$ cat config.mk
export PLATFORM = sky130hd
export DESIGN_NAME = approx_mul_seq
export DESIGN_NICKNAME = d
export VERILOG_FILES = /design/src/rtl/approx_mul_pkg.sv /design/src/rtl/approx_mul_err_mon.sv /design/src/rtl/approx_mul_seq.sv
export SDC_FILE = /design/constraint.sdc
export NUM_CORES = 1
export LEC_CHECK = 0
export CAP_MARGIN = 10
export CORE_MARGIN = 4
export CORE_UTILIZATION = 43
export CTS_BUF_LIST = sky130_fd_sc_hd__clkbuf_16
export CTS_CLUSTER_DIAMETER = 50
export DETAILED_ROUTE_END_ITERATION = 10
export PLACE_DENSITY = 0.79
export RECOVER_POWER = 25
export SYNTH_ARGS = -nofsm -noshare
export SYNTH_HDL_FRONTEND = slang
export SYNTH_HIERARCHICAL = 1
export SYNTH_SLANG_ARGS = --single-unit
$ cat constraint.sdc
create_clock -name clk -period 3 [get_ports clk]
set_clock_uncertainty 0.1 [all_clocks]
set_input_delay 0.6 -clock clk [delete_from_list [all_inputs] [get_ports clk]]
set_output_delay 0.6 -clock clk [all_outputs]
set_load 0.005 [all_outputs]
$ cat src/rtl/approx_mul_pkg.sv
// Shared types and helpers for the approximate sequential multiplier.
// Consumed by approx_mul_seq and approx_mul_err_mon.
package approx_mul_pkg;

    localparam int unsigned ERR_CNT_W = 16;

    typedef enum logic [1:0] {
        StIdle,
        StBusy,
        StDone
    } state_e;

    // Keep-mask over a 2*width product: columns below cols are dropped.
    function automatic logic [63:0] trunc_mask(input int unsigned width,
                                               input int unsigned cols);
        logic [63:0] m;
        m = '0;
        for (int unsigned i = 0; i < 64; i++) begin
            m[i] = (i >= cols) && (i < 2 * width);
        end
        return m;
    endfunction

endpackage

$ cat src/rtl/approx_mul_err_mon.sv
// Error monitor: exact shadow accumulator, error-vs-approx compare, running max
// and saturating violation counter. Only built when ERROR_MONITOR_EN is defined.
module approx_mul_err_mon
    import approx_mul_pkg::*;
#(
    parameter int unsigned WIDTH = 4,
    parameter int unsigned ET    = 6
) (
    input  logic                 clk,
    input  logic                 rst,
    input  logic                 start,
    input  logic                 step,
    input  logic [2*WIDTH-1:0]   step_val,
    input  logic                 deliver,
    input  logic [2*WIDTH-1:0]   approx,
    input  logic                 err_clr,
    output logic [2*WIDTH-1:0]   err_max,
    output logic [ERR_CNT_W-1:0] err_cnt
);

    localparam int unsigned PW = 2 * WIDTH;

    logic [PW-1:0]        exact_q, exact_d;
    logic [PW-1:0]        max_q, max_d;
    logic [ERR_CNT_W-1:0] cnt_q, cnt_d;
    logic [PW-1:0]        err;
    logic                 violation;

    // Truncation only ever removes value, so this never underflows.
    assign err       = exact_q - approx;
    assign violation = 64'(err) > 64'(ET);

    always_comb begin
        exact_d = exact_q;
        max_d   = max_q;
        cnt_d   = cnt_q;
        if (start) begin
            exact_d = '0;
        end else if (step) begin
            exact_d = exact_q + step_val;
        end
        if (err_clr) begin
            max_d = '0;
            cnt_d = '0;
        end else if (deliver) begin
            if (err > max_q) begin
                max_d = err;
            end
            if (violation && (cnt_q != '1)) begin
                cnt_d = cnt_q + 1'b1;
            end
        end
    end

    always_ff @(posedge clk) begin
        if (rst) begin
            exact_q <= '0;
            max_q   <= '0;
            cnt_q   <= '0;
        end else begin
            exact_q <= exact_d;
            max_q   <= max_d;
            cnt_q   <= cnt_d;
        end
    end

    assign err_max = max_q;
    assign err_cnt = cnt_q;

endmodule

$ cat src/rtl/approx_mul_seq.sv
// Sequential shift-and-add approximate multiplier with per-partial-product column
// truncation behind valid/ready. Define ERROR_MONITOR_EN to build the error monitor.
module approx_mul_seq
    import approx_mul_pkg::*;
#(
    parameter int unsigned WIDTH      = 4,
    parameter int unsigned TRUNC_COLS = 2,
    parameter int unsigned ET         = 6
) (
    input  logic                 clk,
    input  logic                 rst,
    input  logic                 in_valid,
    output logic                 in_ready,
    input  logic [WIDTH-1:0]     in_a,
    input  logic [WIDTH-1:0]     in_b,
    output logic                 out_valid,
    input  logic                 out_ready,
    output logic [2*WIDTH-1:0]   out_p,
    input  logic                 err_clr,
    output logic [2*WIDTH-1:0]   err_max,
    output logic [ERR_CNT_W-1:0] err_cnt
);

    localparam int unsigned PW   = 2 * WIDTH;
    localparam int unsigned CntW = (WIDTH > 1) ? $clog2(WIDTH) : 1;
    localparam logic [PW-1:0] Mask = PW'(trunc_mask(WIDTH, TRUNC_COLS));

    state_e          state_q, state_d;
    logic [WIDTH-1:0] a_q, a_d;
    logic [WIDTH-1:0] b_q, b_d;
    logic [PW-1:0]    acc_q, acc_d;
    logic [CntW-1:0]  cnt_q, cnt_d;
    logic [PW-1:0]    partial;
    logic             last_step;
    logic             accept;
    logic             deliver;

    assign partial   = {{WIDTH{1'b0}}, a_q} << cnt_q;
    assign last_step = (cnt_q == CntW'(WIDTH - 1));

    // Gating with rst keeps both handshakes dead while reset is held.
    assign in_ready  = (state_q == StIdle) && !rst;
    assign out_valid = (state_q == StDone) && !rst;
    assign out_p     = (state_q == StDone) ? acc_q : '0;
    assign accept    = in_valid && in_ready;
    assign deliver   = out_valid && out_ready;

    always_comb begin
        state_d = state_q;
        a_d     = a_q;
        b_d     = b_q;
        acc_d   = acc_q;
        cnt_d   = cnt_q;
        unique case (state_q)
            StIdle: begin
                if (accept) begin
                    a_d     = in_a;
                    b_d     = in_b;
                    acc_d   = '0;
                    cnt_d   = '0;
                    state_d = StBusy;
                end
            end
            StBusy: begin
                if (b_q[cnt_q]) begin
                    acc_d = acc_q + (partial & Mask);
                end
                cnt_d = cnt_q + 1'b1;
                if (last_step) begin
                    state_d = StDone;
                end
            end
            StDone: begin
                if (deliver) begin
                    state_d = StIdle;
                end
            end
            default: state_d = StIdle;
        endcase
    end

    always_ff @(posedge clk) begin
        if (rst) begin
            state_q <= StIdle;
            a_q     <= '0;
            b_q     <= '0;
            acc_q   <= '0;
            cnt_q   <= '0;
        end else begin
            state_q <= state_d;
            a_q     <= a_d;
            b_q     <= b_d;
            acc_q   <= acc_d;
            cnt_q   <= cnt_d;
        end
    end

`ifdef ERROR_MONITOR_EN
    approx_mul_err_mon #(
        .WIDTH(WIDTH),
        .ET   (ET)
    ) u_err_mon (
        .clk     (clk),
        .rst     (rst),
        .start   (accept),
        .step    ((state_q == StBusy) && b_q[cnt_q]),
        .step_val(partial),
        .deliver (deliver),
        .approx  (acc_q),
        .err_clr (err_clr),
        .err_max (err_max),
        .err_cnt (err_cnt)
    );
`else
    logic unused_err_clr;
    assign unused_err_clr = err_clr;
    assign err_max        = '0;
    assign err_cnt        = '0;
`endif

endmodule

==> results of run 1 <==
[critical path: stages]
cell and delay [ns]:
dlygate4sd3_1 0.56, buf_4 0.21, nor2_1 0.13, clkdlybuf4s50_1 0.51
[state kept, by name (all words and copies together), names as in the netlist]
| register | count |
|---|---|
| acc_q | 6 |
| a_q | 4 |
| cnt_q | 2 |
| state_q | 2 |
| b_q | 4 |
[cells in the mapped netlist, drive strengths merged]
cell and n:
o22a 1, buf 28, dfxtp 18, mux4 1, nor2b 3, xor2 3
ha 6, a21oi 14, mux2 1, and2 7, mux2i 5, fa 1
nand4b 2, nor2 8, nor3b 1, nand2b 3, o21bai 1, a22oi 1
nand3 2, a21o 2, a31oi 3, conb 1, o21ai 1, nand4 1
nor3 1, clkbuf 4, nand2 22, and3 3, o31ai 2
[layer usage]
metal | share of wire (%) | vias up | global-route usage, %
met5 | 0 | - | 0
met4 | 2.3 | 0 | 7.740
met3 | 7.3 | 5 | 2.935
met2 | 48 | 34 | 20.09
met1 | 42 | 423 | 14.92
li1 | - | 476 | -
[worst paths after layout]
path         cells after the start  slack [ns]   endpoint
max                              4        0.29  out_valid
min                              2        0.36     b_q[1]
max reg2reg                      8        0.60   acc_q[6]
min reg2reg                      2        0.36     b_q[1]
[kinds of logic (layout without fill, tap and decap cells)]
family | count (synthesis) | after routing | synth area share (%)
other | 1 | 26 | 0.3090
flip-flops | 18 | 18 | 29.69
multiplexers | 7 | 7 | 6.907
buffers and inverters | 32 | 24 | 18.66
adder cells (fa/ha/maj) | 7 | 7 | 7.835
AO/OA/AOI/OAI | 25 | 25 | 12.47
XOR/XNOR | 3 | 3 | 2.165
AND/OR/NAND/NOR | 53 | 53 | 21.96
[power groups by stage]
stage          registers, mW  clock network, mW  logic, mW
2_1_floorplan          0.255                  0     0.0675
3_3_place_gp           0.259                  0     0.0590
3_5_place_dp           0.260                  0     0.0609
4_1_cts                0.255              0.277     0.0610
5_1_grt                0.256              0.284     0.0705
6_report               0.255              0.272     0.0608
[layout make-up]
class                   count  area share [%]
repair buffers             20           14.16
clock inverters             1          0.2688
multi-input cells         121           51.61
flip-flops and latches     18           25.81
clock buffers               3           5.376
well taps                  31           2.778
==> results.py, run 1 <==
metrics = {
    "critical_path": {
        "cp_max_fo": 21,
        "critPathArrivalTime_ns": 2.01,
        "start_kind": "primary input",
        "reg2reg_from": "cnt_q[0]",
        "critPathRequiredTime_ns": 2.30,
        "crit_type": "primary input to output pin",
        "critPathLaunch": "rst",
        "cp-end-kind": "output pin",
    },
    "power": {
        "combPwrFrac_pct": 10.3,
        "power_mw": 0.5880,
        "p_clk_share_pct": 46.3,
        "sequentialPowerShare_pct": 43.4,
        "power.internal_mw": 0.4523,
        "p_sw_share_pct": 23.07,
        "p_sw_mw": 0.1357,
        "irDropWorstVdd_mv": 0.3492,
        "leakage_nw": 0.6113,
        "power.density_mw_per_mm2": 421.1,
    },
    "sta": {
        "finalCritPeriodShare_pct": 90.33,
        "fin_ws_ns": 0.2901,
        "drv_slew": 0,
        "setup_tns_ns": 0,
        "setup_viol": 0,
        "grt_setup_unrepaired": "no",
        "final_hold_viol_count": 0,
        "timing.fmax_mhz": 369.0,
        "whs_ns": 0.3550,
        "period_needed_ns": 2.710,
    },
    "drt": {
        "dr_total_vias": 938,
        "postRouteAntennaNets": 0,
        "drc": 0,
        "drt-total-wl_mm": 2.194,
        "wl_per_cell_um": 11.31,
        "firstDrtPassIters": 4,
        "drt-initial-drc-count": 16,
        "vias_per_cell": 4.835,
    },
    "final_layout": {
        "layout.cells.non_filler": 194,
        "final_cell_mix": "conb_1 (26), nand2_1 (21), dfxtp_1 (18)",
        "regArea_um2": 360.3,
        "syn_to_final_growth_pct": 15.05,
        "drive_gt1_share_pct": 4.908,
        "stdcell_area_mm2": 0.001396,
        "fin_util_pct": 51.08,
        "final_common_cell": "conb_1",
        "fill_cells": 269,
        "multiInputGateArea_um2": 720.7,
        "nets": 184,
        "diodes": 0,
    },
    "clock_tree": {
        "cts_resized": 0,
        "cts_hold_buf": 0,
        "cts_tree": "yes",
        "h-tree-depth": 1,
        "cts_sinks": 18,
        "cts_buffers": 3,
        "clk_latency_ns": 0.25,
        "cts_root_buffer": "clkbuf_16",
        "path_clk_slew_ns": 0.05,
        "clock_path_buffers": 2,
        "cts_setup_buffers": 0,
    },
    "placed_design": {
        "pre_cts_ws_ns": 0.4153,
        "post_dp_cell_area_mm2": 0.001318,
        "place_inst": 190,
        "place_hpwl_mm": 1.723,
        "portBuffers": 19,
        "place.gp.congestion": 0.8271,
    },
    "global_routing": {
        "antenna_found_initial": 0,
        "grt_max_degree": 22,
        "grt-ovfl-total": 0,
        "grt.total_usage_pct": 12.48,
        "grt_pass1_wl_mm": 3.436,
        "grt_pass1_vias": 815,
    },
    "yosys": {
        "synth_top_area_cell": "dfxtp_1",
        "yosys_warnings": 6,
        "yosysTopAreaCellShare_pct": 29.69,
        "synth-seq-cells": 18,
        "ys_types": 33,
        "synth_area_leaders": "dfxtp_1 (30%), buf_4 (16%), nand2_1 (6.5%)",
        "syn_inst": 146,
        "synth_seq_area_share_pct": 29.69,
        "syn_area_per_cell_um2": 8.313,
        "syn-cell-area_mm2": 0.001214,
    },
    "floorplanning": {
        "num_io_pins": 47,
        "dieArea_mm2": 0.003736,
        "start_util_pct": 44.39,
        "core-area_mm2": 0.002734,
        "num_rows": 19,
        "fp.dieH_um": 61.13,
        "chipWidth_um": 61.13,
    },
    "hold_path": {
        "hold_class": "flop to flop",
        "min-delay-start": "b_q[1]",
    },
    "run": {
        "cap_violations": 0,
    },
    "status": {
        "outcome": "completed",
    },
}
Note: power is estimated with default switching activity, not from simulation.
==> run 2, diff against run 1 <==
CORE_ASPECT_RATIO = 1.4   (was not set)
==> run 2 against run 1 <==
Die area is 0.33% higher. Count of clock-buffer cells in the layout unchanged. Sequential share of layout area is 0.12 points lower. Critical path depth unchanged. Routed wire length fell by 1.5%. Non-clock buffer count did not move. Hold slack improved by 0.00057 ns. Utilization increased by 1.5 points. Final area increased by 0.45%. Setup slack improved by 0.012 ns. Sequential cell count unchanged. Total power down 0.94%. Critical path type unchanged. Largest cell class unchanged. Highest routed layer unchanged.
==> results.py, run 2 (same netlist as run 1, synthesis figures left out) <==
metrics = {
    "final_layout": {
        "final_cell_mix": "conb_1 (26), nand2_1 (21), dfxtp_1 (18), clkdlybuf4s50_1 (18), a21oi_1 (13)",
        "fin_util_pct": 52.53,
        "largest_register": "acc_q",
        "drive_gt1_share_pct": 4.908,
        "final_common_cell": "conb_1",
        "top_regs": "acc_q x6, a_q x4, b_q x4",
        "nets": 184,
        "diodes": 0,
        "largest_register_ffs": 6,
        "syn_to_final_growth_pct": 15.57,
    },
    "clock_tree": {
        "clock_path_buffers": 2,
        "path_clk_slew_ns": 0.05,
        "cts_sinks": 18,
        "cts_buffers": 3,
        "clk_latency_ns": 0.25,
        "cts_resized": 0,
        "cts_root_buffer": "clkbuf_16",
        "cts_setup_buffers": 0,
        "h-tree-depth": 1,
        "cts_tree": "yes",
        "cts_hold_buf": 0,
    },
    "drt": {
        "dr_total_vias": 944,
        "wl_per_cell_um": 10.86,
        "drc": 0,
        "postRouteAntennaNets": 0,
        "drt-initial-drc-count": 22,
        "vias_per_cell": 4.744,
        "drt-total-wl_mm": 2.162,
        "firstDrtPassIters": 4,
    },
    "hold_path": {
        "hold_class": "flop to flop",
        "hold_end": "b_q[3]",
        "holdPathStages": 2,
        "min-delay-start": "b_q[3]",
    },
    "sta": {
        "whs_ns": 0.3556,
        "period_needed_ns": 2.698,
        "drv_slew": 0,
        "grt_setup_unrepaired": "no",
        "finalCritPeriodShare_pct": 89.93,
        "setup_viol": 0,
        "final_hold_viol_count": 0,
        "setup_tns_ns": 0,
        "timing.fmax_mhz": 370.7,
    },
    "floorplanning": {
        "chipWidth_um": 52.90,
        "num_io_pins": 47,
        "fp.dieH_um": 70.86,
        "dieArea_mm2": 0.003748,
        "num_rows": 22,
        "core-area_mm2": 0.002670,
        "start_util_pct": 45.45,
    },
    "critical_path": {
        "reg2regPathDepth": 8,
        "cp_cell_sequence": "dlygate4sd3_1 > buf_4 > nor2_1 > clkdlybuf4s50_1",
        "r2r_slack_ns": 0.59,
        "crit_type": "primary input to output pin",
        "critPathRequiredTime_ns": 2.30,
        "cp-end-kind": "output pin",
        "critPathTopFamily": "buffers and inverters",
        "reg2reg_from": "cnt_q[0]",
        "r2r_end": "acc_q[6]",
        "cp_max_fo": 21,
        "start_kind": "primary input",
        "critPathArrivalTime_ns": 2.00,
        "cp_slowest_cell": "dlygate4sd3_1",
        "max_stage_delay_ns": 0.55,
        "cp.buffers_inverters": 3,
    },
    "global_routing": {
        "grt_pass1_vias": 809,
        "grt_max_degree": 22,
        "antenna_found_initial": 0,
        "grt.total_usage_pct": 12.24,
        "grt-ovfl-total": 0,
        "grt_pass1_wl_mm": 3.484,
    },
    "power": {
        "power_mw": 0.5824,
        "leakage_nw": 0.6111,
        "power.density_mw_per_mm2": 415.3,
        "irDropWorstVdd_mv": 0.2468,
    },
    "placed_design": {
        "portBuffers": 19,
        "place.gp.congestion": 0.8092,
        "place_hpwl_mm": 1.747,
    },
    "status": {
        "outcome": "completed",
    },
    "run": {
        "cap_violations": 0,
    },
}
## run 2: cell type report
| type | instances | area [um^2] |
|---|---|---|
| Multi-Input combinational cell | 121 | 720.7 |
| Sequential cell | 18 | 360.3 |
| Clock buffer | 3 | 75.07 |
| Clock inverter | 1 | 3.754 |
| Tap cell | 36 | 45.04 |
| Timing Repair Buffer | 20 | 197.7 |
| Fill cell | 278 | 1267 |
## run 2: routing by layer
layer	part of all wire [%]	wire [um]	up-vias	GRT usage (%)
met4	2.9	62	0	7.670
met2	55	1179	35	21.82
met1	35	753	428	13.13
li1	-	-	476	-
met3	7.8	168	5	1.263
met5	0	0	-	0
## run 2: worst max path at each step
stage                   from        end  depth (start not counted)
detailed placement       rst  out_valid                          4
finish                   rst  out_valid                          4
floorplan           cnt_q[0]   acc_q[6]                          9
global route             rst   in_ready                          3
CTS                      rst  out_valid                          4
global placement         rst  out_valid                          4
## run 2: power breakdown
group	internal, mW	switching (mW)	leakage (nW)
clock network	0.177	0.0883	0.0385
logic	0.0288	0.0332	0.426
registers	0.247	0.00837	0.146
## run 2: tightest hold or removal path, cell delays in order, from the launching register on
cell     delay [ns]
dfxtp_1        0.30
nand2_1        0.05
a21oi_1        0.05
## run 2: through the flow
stage	cells	setup WS, ns	instance area [um^2]
detailed placement	195	0.4243	1324
finish	199	0.3021	1403
floorplan	171	0.8382	1308
global placement	195	0.4469	1324
global route	199	0.2177	1403
CTS	199	0.4236	1403
==> edit 1, RTL diff (settings of run 2) <==
Reset style: asynchronous (`rst`), changed in one clocked block.
--- a/src/rtl/approx_mul_seq.sv
+++ b/src/rtl/approx_mul_seq.sv
@@ -79,7 +79,7 @@
         endcase
     end
 
-    always_ff @(posedge clk) begin
+    always_ff @(posedge clk or posedge rst) begin
         if (rst) begin
             state_q <= StIdle;
             a_q     <= '0;
Behaviour: differs if rst is asserted again (counterexample within 10 cycles, from zero or initial values and one cycle with rst high); with rst held inactive, the same outputs for 10 cycles.
==> edit 1 against run 2 <==
  * Setup slack improved by 0.095 ns
  * Routed wire length decreased by 5.0%
  * Synthesized area increased by 1.3%
  * Die area rose by 1.2%
  * Via count down 12%
  * Cell area up 1.7%
  * Register-to-register slack improved by 0.15 ns
  * Utilization rose by 0.89 points
  * Sequential cell count unchanged
Power is not compared: it rests on default switching activity, and its combinational part moved more than twofold at a synthesized area within 25%.
==> edit 1: results (changes against run 2) <==
status finished clean; Largest regs acc_q x6, a_q x4, b_q x4; GPL Wtd Cong 0.719 (-11%); Synth area leaders dfrtp_1 37%, buf_4 16%, mux2_2 7.3%, ha_1 6.1%, nand3_1 3.7%; Max FO, Critical Path 2 (-90%); reg2reg setup slack 0.74 ns (+0.15 ns); DR vias 828 (-12%); # port buffers 19 (unchanged); Total GRT Usage 12.0% (-0.22 points); Initial DRT Pass Iterations 3 (-1); diode count 0 (unchanged); Top FF cell, synth dfrtp_1; adder-cell share of the synthesized area 7.73% (-0.10 points); Hold Path Cell Cnt 1 (-1); fill count 265 (-4.7%); WP data arrival 1.90 ns (-0.10 ns); crit path capture in_ready; post-synth cell types 32 (-3.0%); start point of the worst hold path acc_q[7]; Seq/Total Area, Yosys 36.6% (+6.9 points); Commonest cells post-synth 27 x buf_4, 18 x dfrtp_1, 9 x nand2_1, 9 x nand3_1, 8 x mux2_2; worst skew pair latency 0.25 ns (about the same); origin of the worst setup path rst; ys async rst share 100% (+100 points); compound-gate portion of the synthesized area 7.32% (-5.1 points); vias in the first global route 792 (-2.1%); Pleak 0.685 nW; total CTS buffers 3 (unchanged); post_cts resized 0 (unchanged); share of layout cells above drive strength 1 12.1% (+7.1 points); nets@finish 163 (-11%); reg2reg start cnt_q[1]; post-route ant nets 0 (unchanged); Longest Clk Path Bufs 2 (unchanged); mux contribution to synthesized area 12.8% (+5.9 points); XOR/XNOR Fraction of Synth Area 2.14% (-0.029 points); RR Endpoint acc_q[6]; DRT iter0 DRCs 5 (-77%); largest net degree at the start of global routing 20 (-9.1%); Post-DP HPWL 1.66 mm (-4.8%); WHS Endpoint acc_q[7]; Worst Reg-to-Reg Cells 7 (-1); number of synthesized flops with an enable pin 0 (unchanged); global-route wire length before repair 3.43 mm (-1.6%); Max transition margin 34.8%; min-delay worst type reg2reg; wire length per cell 11.6 um (+6.8%)
[edit 1: cell count changes after synthesis, sizes merged, moves of 3 or more]
cell    change
nor2        -7
mux2        +8
o21ai       +5
clkbuf      -3
dfxtp      -18
a21oi      -10
nand3       +7
nand2      -11
dfrtp      +18
[edit 1: per-layer routing]
| metal | part of all wire, % | vias up | global-route usage (%) |
|---|---|---|---|
| li1 | - | 402 | - |
| met1 | 36 | 398 | 13.0 |
| met2 | 55 | 23 | 21.1 |
| met3 | 6.4 | 5 | 2.08 |
| met4 | 2.7 | 0 | 6.82 |
| met5 | 0 | - | 0 |
[edit 1: worst max-delay path: stages]
cell             delay, ns
dlygate4sd3_1         0.56
nor3_2                0.19
clkdlybuf4s50_1       0.55
[edit 1: stage by stage]
stage,cell area (um^2),setup WS (ns),util [%],hold slack [ns],cells
3_5_place_dp,1360,0.517,50.7,0.382,174
5_1_grt,1430,0.324,53.4,0.405,177
6_report,1430,0.398,53.4,0.382,177
2_1_floorplan,1320,0.949,-,0.340,147
4_1_cts,1430,0.500,53.6,0.391,177
3_3_place_gp,1360,0.500,50.7,0.353,174
[edit 1: area by class of cell]
class | instances | share of cell area, %
timing repair buffer | 20 | 13.6
multi-input combinational | 99 | 46.1
sequential | 18 | 31.6
tap | 36 | 3.16
inverter | 1 | 0.263
clock buffer | 3 | 5.26
[edit 1: power by group]
| group | internal, W | switching (W) | leakage [nW] |
|---|---|---|---|
| clock | 0.000175 | 0.0000850 | 0.0370 |
| sequential | 0.000356 | 0.000109 | 0.224 |
| combinational | 0.000302 | 0.000299 | 0.424 |
==> edit 2, RTL diff (settings of run 2) <==
Made on the original files. Build with the macro `ERROR_MONITOR_EN` defined.
--- a/src/rtl/approx_mul_seq.sv
+++ b/src/rtl/approx_mul_seq.sv
@@ -1,5 +1,7 @@
 // Sequential shift-and-add approximate multiplier with per-partial-product column
 // truncation behind valid/ready. Define ERROR_MONITOR_EN to build the error monitor.
+`define ERROR_MONITOR_EN
+
 module approx_mul_seq
     import approx_mul_pkg::*;
 #(
Check against the original RTL: not equivalent (Yosys sat finds a counterexample within 10 cycles, from zero or initial values and one cycle with rst high).
==> edit 2 against run 2 <==
  * Setup slack worse by 0.31 ns
  * Utilization is 5.1 points higher
  * The run now ends with negative setup slack left
  * Sequential cell count is 32 higher
  * First-iteration DRC count grew to 7.0 times the old value
  * Via count grew to 3.3 times the old value
  * Count of clock-buffer cells in the layout is 2 higher
  * Total power is 150% higher
  * Synthesized area grew to 2.8 times the old value
  * Cell area grew to 3.1 times the old value
  * Synthesized cell count grew to 2.7 times the old value
  * Register-to-register slack worse by 0.60 ns
  * Clock power is 110% higher
  * Routed wire length grew to 3.7 times the old value
==> edit 2: results (changes against run 2) <==
status complete, but fails checks; failing checks negative setup slack; Commonest cells post-synth 50 x dfxtp_1, 35 x nor2_1, 29 x ha_1; largest net degree at the start of global routing 32 (+45%); Synth area leaders dfxtp_1 30%, ha_1 11%, mux2i_1 5.1%, nor2_1 3.9%, a21oi_1 3.7%; Post-Syn Area 3350 um^2 (+180%); Pleak 1.68 nW (+170%); grt met1 use 18.4% (+5.3 points); number of multi-input logic gates 307 (+150%); Signal buffers 66 (+230%); grt met2 use 32.7% (+11 points); vias in the first global route 3,006 (+270%); Total GRT Usage 17.2% (+5.0 points); PnR worst setup slack -0.00595 ns (-0.308 ns); GPL Wtd Cong 0.906 (+12%); global-route met3 utilization 2.73% (+1.5 points); fill count 635 (+130%); final setup fails 1 (+1); Via density 5.65 (+19%); CP max stage cell or4_4; Final non-clock buffer share 14.1% (about the same); critical path's top delay family simple AND/OR/NAND/NOR gates; WP data arrival 3.08 ns (+1.08 ns); adder-cell share of the synthesized area 12.6% (+4.8 points); Seq/Total Area, Yosys 29.9% (+0.17 points); global-route wire length before repair 13.1 mm (+280%); invs w/o clock 23 (+23); nets@finish 498 (+170%); mux contribution to synthesized area 6.42% (-0.49 points); share of layout cells above drive strength 1 14.3% (+9.4 points); wire length per cell 14.5 um (+34%)
==> edit 2: repair_timing <==
item | CTS | global route
buffers inserted | 3 | 4
pin swaps | 2 | 8
setup endpoints to repair | 8 | 8
gates resized for setup | 6 | 15
cloned | 1 | 0
==> edit 2: final timing paths <==
path                            slack, ns                  from              endpoint
worst max-delay path               -0.006  u_err_mon/exact_q[3]  u_err_mon/err_max[4]
worst min-delay path                 0.38                b_q[2]                b_q[2]
worst max register to register     -0.006  u_err_mon/exact_q[3]  u_err_mon/err_max[4]
worst min register to register       0.38                b_q[2]                b_q[2]
==> edit 2: worst reg2reg max path, cell delays in order, from the launching register on <==
cell     delay [ns]
dfxtp_4        0.36
ha_4           0.24
buf_6          0.12
a21oi_4        0.14
nor2b_4        0.07
or4_4          0.53
and2_4         0.17
ha_4           0.27
nand4_1        0.15
a21oi_2        0.20
o221a_4        0.28
mux2i_1        0.21
nor2_1         0.06
==> edit 2: kinds of logic after synthesis <==
| group | count (synthesis) |
|---|---|
| other cells | 1 |
| simple gates | 143 |
| compound gates | 93 |
| buf+inv | 40 |
| fa+ha+maj | 32 |
| flops | 50 |
| xor+xnor | 12 |
| mux | 20 |
==> edit 2: power by group <==
part / switching, W / total (W) / internal [W]
sequential: 0.00000922 / 0.000682 / 0.000673
clock: 0.000251 / 0.000560 / 0.000309
combinational: 0.000100 / 0.000195 / 0.0000949
==> edit 2: routing by layer <==
metal | share of wire (%) | wire length [um]
met5 | 0 | 0
met4 | 1.8 | 145
met3 | 3.2 | 257
met2 | 55 | 4400
met1 | 40 | 3210
==> edit 2: per-stage QoR <==
step                setup TNS, ns  worst slack (ns)
floorplan                  -0.676           -0.0870
global placement                0            0.0371
detailed placement         -0.441           -0.0758
CTS                             0           0.00366
global route               -0.647            -0.100
finish                   -0.00595          -0.00595
